## config.mk

```make
export PLATFORM = sky130hd
export DESIGN_NAME = mealey_delta_encoder_flat
export DESIGN_NICKNAME = d
export VERILOG_FILES = /design/src/rtl/mealey_delta_encoder_pkg.sv /design/src/rtl/mealey_delta_encoder_if.sv /design/src/rtl/mealey_delta_encoder_sat9.sv /design/src/rtl/mealey_delta_encoder.sv /design/src/flat_wrapper.sv
export SDC_FILE = /design/constraint.sdc
export NUM_CORES = 1
export LEC_CHECK = 0
export ABC_AREA = 1
export BUFFER_PORTS_ARGS = -buffer_cell sky130_fd_sc_hd__buf_2
export CAP_MARGIN = 0
export CORE_UTILIZATION = 43
export DETAILED_ROUTE_END_ITERATION = 10
export PLACE_DENSITY_LB_ADDON = 0.1
export REMOVE_ABC_BUFFERS = 1
export SLEW_MARGIN = 20
export SYNTH_ARGS = -nofsm -noshare
export SYNTH_HDL_FRONTEND = slang
export SYNTH_HIERARCHICAL = 1
export SYNTH_SLANG_ARGS = --single-unit
```

## constraint.sdc

```tcl
create_clock -name system1000 -period 3.8 [get_ports system1000]
set_clock_uncertainty 0.1 [all_clocks]
set_input_delay 0.19 -clock system1000 [delete_from_list [all_inputs] [get_ports system1000]]
set_output_delay 0.19 -clock system1000 [all_outputs]
set_load 0.005 [all_outputs]
```

## src/rtl/mealey_delta_encoder_pkg.sv

```systemverilog
// Shared sample/delta types and saturation limits for the delta encoder.
package mealey_pkg;
   localparam int SAMPLE_W = 9;
   localparam int DELTA_W  = 10;

   localparam logic KIND_DELTA = 1'b0;
   localparam logic KIND_KEY   = 1'b1;

   typedef logic signed [SAMPLE_W-1:0] sample_t;
   typedef logic signed [DELTA_W-1:0]  delta_t;

   localparam sample_t SAT_MAX = sample_t'(255);
   localparam sample_t SAT_MIN = sample_t'(-256);

   // One registered output word.
   typedef struct packed {
      sample_t data;
      logic    kind;
      logic    sat;
   } enc_word_t;
endpackage

```

## src/rtl/mealey_delta_encoder_if.sv

```systemverilog
// Sample-in / word-out stream bundle. The encoder is the slave side.
interface mealey_delta_encoder_if;
   import mealey_pkg::*;

   sample_t in_data;
   logic    in_valid;
   logic    in_ready;
   sample_t out_data;
   logic    out_kind;
   logic    out_sat;
   logic    out_valid;
   logic    out_ready;

   modport master (
      output in_data, in_valid, out_ready,
      input  in_ready, out_data, out_kind, out_sat, out_valid
   );

   modport slave (
      input  in_data, in_valid, out_ready,
      output in_ready, out_data, out_kind, out_sat, out_valid
   );
endinterface

```

## src/rtl/mealey_delta_encoder_sat9.sv

```systemverilog
// Clamps a 10-bit signed delta into the 9-bit signed range.
module mealey_sat9
   import mealey_pkg::*;
(
   input  delta_t  d,
   output sample_t q,
   output logic    sat
);
   // Out of range exactly when the two top bits disagree; sign picks the rail.
   always_comb begin
      sat = d[DELTA_W-1] ^ d[DELTA_W-2];
      q   = d[SAMPLE_W-1:0];
      if (sat)
         q = d[DELTA_W-1] ? SAT_MIN : SAT_MAX;
   end
endmodule

```

## src/rtl/mealey_delta_encoder.sv

```systemverilog
// Streaming delta encoder: emits deltas against the decoder's reconstruction,
// with periodic keyframes and a recovery keyframe after any clamped delta.
module mealey_delta_encoder
   import mealey_pkg::*;
#(
   parameter int KEY_PERIOD = 16
) (
   input  logic                   system1000,
   input  logic                   system1000_rstn,
   mealey_delta_encoder_if.slave  io
);
   localparam int CNT_W = (KEY_PERIOD > 2) ? $clog2(KEY_PERIOD) : 1;

   sample_t    prev;
   logic [CNT_W-1:0] cnt;
   logic       force_key;
   enc_word_t  out_q;
   logic       out_valid_q;

   delta_t     d;
   sample_t    d_clamped;
   logic       d_sat;
   logic       accept;
   logic       is_key;

   assign io.in_ready  = !out_valid_q || io.out_ready;
   assign accept       = io.in_valid && io.in_ready;
   assign is_key       = (cnt == '0) || force_key;
   assign d            = delta_t'(io.in_data) - delta_t'(prev);

   assign io.out_data  = out_q.data;
   assign io.out_kind  = out_q.kind;
   assign io.out_sat   = out_q.sat;
   assign io.out_valid = out_valid_q;

   mealey_sat9 u_sat (
      .d   (d),
      .q   (d_clamped),
      .sat (d_sat)
   );

   // Output register, decoder-reconstruction tracking and keyframe schedule.
   always_ff @(posedge system1000 or negedge system1000_rstn) begin
      if (!system1000_rstn) begin
         prev        <= '0;
         cnt         <= '0;
         force_key   <= 1'b0;
         out_q       <= '0;
         out_valid_q <= 1'b0;
      end else if (accept) begin
         out_valid_q <= 1'b1;
         cnt         <= (cnt == CNT_W'(KEY_PERIOD-1)) ? '0 : cnt + CNT_W'(1);
         if (is_key) begin
            out_q     <= '{data: io.in_data, kind: KIND_KEY, sat: 1'b0};
            prev      <= io.in_data;
            force_key <= 1'b0;
         end else begin
            out_q <= '{data: d_clamped, kind: KIND_DELTA, sat: d_sat};
            // Follow what the decoder will hold, not the raw input.
            prev  <= prev + d_clamped;
            if (d_sat)
               force_key <= 1'b1;
         end
      end else if (io.out_ready) begin
         out_valid_q <= 1'b0;
      end
   end
endmodule
```

## src/flat_wrapper.sv

```systemverilog
// flat-port wrapper written by rule: the top's interface ports become plain ports
module mealey_delta_encoder_flat import mealey_pkg::*;
#(
   parameter int KEY_PERIOD = 16
)
  (system1000, system1000_rstn, io_in_data, io_in_valid, io_out_ready, io_in_ready, io_out_data, io_out_kind, io_out_sat, io_out_valid);
  mealey_delta_encoder_if io_i ();
  input  logic system1000;
  input  logic system1000_rstn;
  input wire logic [$bits(io_i.in_data)-1:0] io_in_data;
  input wire logic [$bits(io_i.in_valid)-1:0] io_in_valid;
  input wire logic [$bits(io_i.out_ready)-1:0] io_out_ready;
  output wire logic [$bits(io_i.in_ready)-1:0] io_in_ready;
  output wire logic [$bits(io_i.out_data)-1:0] io_out_data;
  output wire logic [$bits(io_i.out_kind)-1:0] io_out_kind;
  output wire logic [$bits(io_i.out_sat)-1:0] io_out_sat;
  output wire logic [$bits(io_i.out_valid)-1:0] io_out_valid;
  assign io_i.in_data = io_in_data;
  assign io_i.in_valid = io_in_valid;
  assign io_i.out_ready = io_out_ready;
  assign io_in_ready = io_i.in_ready;
  assign io_out_data = io_i.out_data;
  assign io_out_kind = io_i.out_kind;
  assign io_out_sat = io_i.out_sat;
  assign io_out_valid = io_i.out_valid;
  mealey_delta_encoder #(.KEY_PERIOD(KEY_PERIOD)) u_core (.system1000(system1000), .system1000_rstn(system1000_rstn), .io(io_i));
endmodule
```

==> reports/qor.json <==
{
  "place_hpwl": {"value": 3590, "unit": "um"},
  "failed_checks": {"value": "design-rule violations"},
  "worstSkewPairLatency": {"value": 280, "unit": "ps"},
  "die_height": {"value": 71.3, "unit": "um"},
  "layout-drive-gt1-share": {"value": 17.5, "unit": "%"},
  "synth_area_leaders": {"value": "sky130_fd_sc_hd__dfrtp_1, sky130_fd_sc_hd__ha_1, sky130_fd_sc_hd__nand2_1"},
  "clock_path_buffers": {"value": 2},
  "gr-total-overflow": {"value": 0},
  "synth_top_area_cell": {"value": "sky130_fd_sc_hd__dfrtp_1"},
  "synth.yosys.warnings": {"value": 6},
  "synth_top_cell_area_share": {"value": 31.5, "unit": "%"},
  "fill_cell_count": {"value": 434},
  "start_kind": {"value": "register"},
  "cap_viol_max_count": {"value": 0},
  "synth_common_cells": {"value": "sky130_fd_sc_hd__nand2_1, sky130_fd_sc_hd__inv_1, sky130_fd_sc_hd__dfrtp_1, sky130_fd_sc_hd__nand3_1"},
  "max_stage_delay": {"value": 390, "unit": "ps"},
  "critical-path-slowest-cell": {"value": "sky130_fd_sc_hd__dfrtp_1"},
  "yosys_reg_bits": {"value": 26},
  "critical_path_peak_fanout": {"value": 11},
  "route.detailed.vias_per_inst": {"value": 5.12},
  "cts_tree": {"value": "built"},
  "iteration_0_drc_markers": {"value": 77},
  "end_kind": {"value": "register"},
  "core": {"value": 0.00447, "unit": "mm2"},
  "netlist_area": {"value": 0.00207, "unit": "mm2"},
  "grt_pass1_vias": {"value": 1736},
  "path_clk_slew": {"value": 100, "unit": "ps"},
  "finish.net_count": {"value": 345},
  "flow.area_growth_from_synthesis": {"value": 13.8, "unit": "%"},
  "postLayoutCoreUtil": {"value": 52.5, "unit": "%"},
  "list_of_cells_traversed_by_the_critical_path": {"value": "ha_1, inv_2, fa_2, nand3_1, nand2_2, nand3_2, or2_1, nand2_1, nand2_1, nand2_2, inv_1, ha_4, buf_4, o21ai_0, ha_1, or2_4, and2_4, or2_0, nand3_2, a21oi_2"},
  "post_synth_arst_share": {"value": 100, "unit": "%"},
  "antenna_left": {"value": 0},
  "drt-total-wl": {"value": 4780, "unit": "um"},
  "slew_viol_final": {"value": 0},
  "timing.final.setup_violations": {"value": 0},
  "timing.slew.headroom": {"value": 58.8, "unit": "%"},
  "finalWeightedCongestion": {"value": 0.941},
  "synth_flop_cell": {"value": "sky130_fd_sc_hd__dfrtp_1"},
  "number_of_cell_rows": {"value": 24},
  "area_enclosed_by_the_die_boundary": {"value": 0.00509, "unit": "mm2"},
  "cts.root.buffer_cell": {"value": "sky130_fd_sc_hd__clkbuf_8"},
  "netlist_instances": {"value": 278},
  "status": {"value": "finished, violations left"},
  "grt_use_total": {"value": 21.1, "unit": "%"},
  "dr.pass1.iters": {"value": 7},
  "hold_path_class": {"value": "in2reg"},
  "postSynthAreaPerCell": {"value": 7.43, "unit": "um2"},
  "ys_types": {"value": 33},
  "tritoncts.num_buffers": {"value": 3},
  "antenna_cells": {"value": 0},
  "post-route-period-util": {"value": 93.5, "unit": "%"},
  "clock_sinks": {"value": 26},
  "postPlaceCellArea": {"value": 0.00224, "unit": "mm2"},
  "stdcell_area": {"value": 0.00235, "unit": "mm2"},
  "yosys.cell_count.top_type": {"value": "sky130_fd_sc_hd__nand2_1"},
  "timing_worst_setup_path_type": {"value": "reg2reg"},
  "grt_first_pass_wirelength": {"value": 8290, "unit": "um"},
  "timing.final.crit_period": {"value": 3550, "unit": "ps"},
  "tightestPinTransition": {"value": 618, "unit": "ps"},
  "route.detailed.wl_per_inst": {"value": 13.3, "unit": "um"},
  "portBuffers": {"value": 25},
  "crit_arrival": {"value": 3620, "unit": "ps"},
  "die_w": {"value": 71.3, "unit": "um"},
  "htree_num_levels": {"value": 1},
  "synth-edff-count": {"value": 0},
  "hold_violations": {"value": 0},
  "ioPinCount": {"value": 26},
  "overall_via_count_from_detail_route": {"value": 1842},
  "number_of_antenna_violations_at_the_first_check_in_global_routing": {"value": 0},
  "start_util": {"value": 46.2, "unit": "%"},
  "number_of_remaining_drc_errors": {"value": 1},
  "synth-seq-area-share": {"value": 31.5, "unit": "%"},
  "required_worst_endpoint": {"value": 3870, "unit": "ps"},
  "fmax": {"value": 282, "unit": "MHz"},
  "maximum_number_of_pins_on_one_net_before_global_route_repair": {"value": 27}
}
[per-layer routing]
metal	track usage (%)	routed length [um]	vias up
met5	0	0	-
met4	6.22	29	0
met3	3.38	230	2
met2	32.8	2130	42
met1	30.2	2390	838
li1	-	-	960
[critical path: cells and delay by family, from the launching register on]
kind | cells | cell delay, ps
adders and majority gates | 4 | 960
DFF | 1 | 390
and+or+nand+nor | 11 | 1380
buffers and inverters | 3 | 300
AOI/OAI and AO/OA | 2 | 310
[state kept, by name, summed over array words and instances (netlist names)]
name                 cells
u_core/prev              9
u_core/io.out_sat        1
u_core/cnt               4
u_core/io.out_kind       1
u_core/force_key         1
u_core/io.out_valid      1
u_core/io.out_data       9
[cell usage in the layout, fill, tap and decap left out, drive strengths merged]
master / instances
nand2: 67
inv: 40
buf: 30
dfrtp: 26
nand3: 26
nor2: 23
a21oi: 23
ha: 21
o21ai: 16
xor2: 8
or2: 5
clkbuf: 4
xnor2: 3
nand3b: 3
a21o: 2
a22oi: 2
fa: 2
dlygate4sd3: 1
a211oi: 1
clkinv: 1
o211ai: 1
and2: 1
o22ai: 1
o221ai: 1
[area by class of cell]
cell class	count	area, um2	share of cell area (%)
clock buffer	4	55.1	2.34
sequential	26	651	27.7
multi-input combinational	206	1250	53.3
inverter	41	154	6.55
timing repair buffer	31	173	7.34
tap	52	65.1	2.77
[cell families (layout without fill, tap and decap cells)]
kind of cell             after synthesis  after routing  share of synthesized area (%)
AO/OA/AOI/OAI                         47             47                           12.5
XOR/XNOR                              11             11                           4.66
adder cells (fa/ha/maj)               23             23                           14.7
buffers and inverters                 46             76                           9.39
flip-flops                            26             26                           31.5
AND/OR/NAND/NOR                      125            125                           27.3
[worst paths after layout]
| path | cells past startpoint | end | from | slack, ps |
|---|---|---|---|---|
| setup / recovery | 20 | u_core/prev[4] | u_core/prev[0] | 250 |
| hold / removal | 4 | u_core/io.out_valid | io_out_ready | 90 |
| setup reg to reg | 20 | u_core/prev[4] | u_core/prev[0] | 250 |
| hold reg to reg | 2 | u_core/io.out_sat | u_core/io.out_sat | 390 |
| max in group asynchronous | 2 | u_core/io.out_data[6] | system1000_rstn | 2840 |
| min in group asynchronous | 2 | u_core/io.out_data[3] | system1000_rstn | 350 |
[what timing repair did]
item / CTS / global route
endpoints found under the hold margin: 26 / 0
pin swaps: 0 / 4
gates resized for setup: 1 / 14
hold buffers: 1 / 0
buffers inserted: 0 / 2
cloned: 0 / 0
endpoints found under the setup margin: 1 / 7
[through the flow]
stage	hold WS, ps	TNS, ps	setup slack [ps]	std cells
floorplan	-206	0	275	273
global placement	141	0	137	353
detailed placement	147	0	23.6	353
CTS	83.2	0	11.6	358
global route	110	-15.0	-9.61	360
finish	87.0	0	248	360
Power is not shown: default switching activity piles up to over one toggle a cycle in this logic, so the estimate is an artifact.
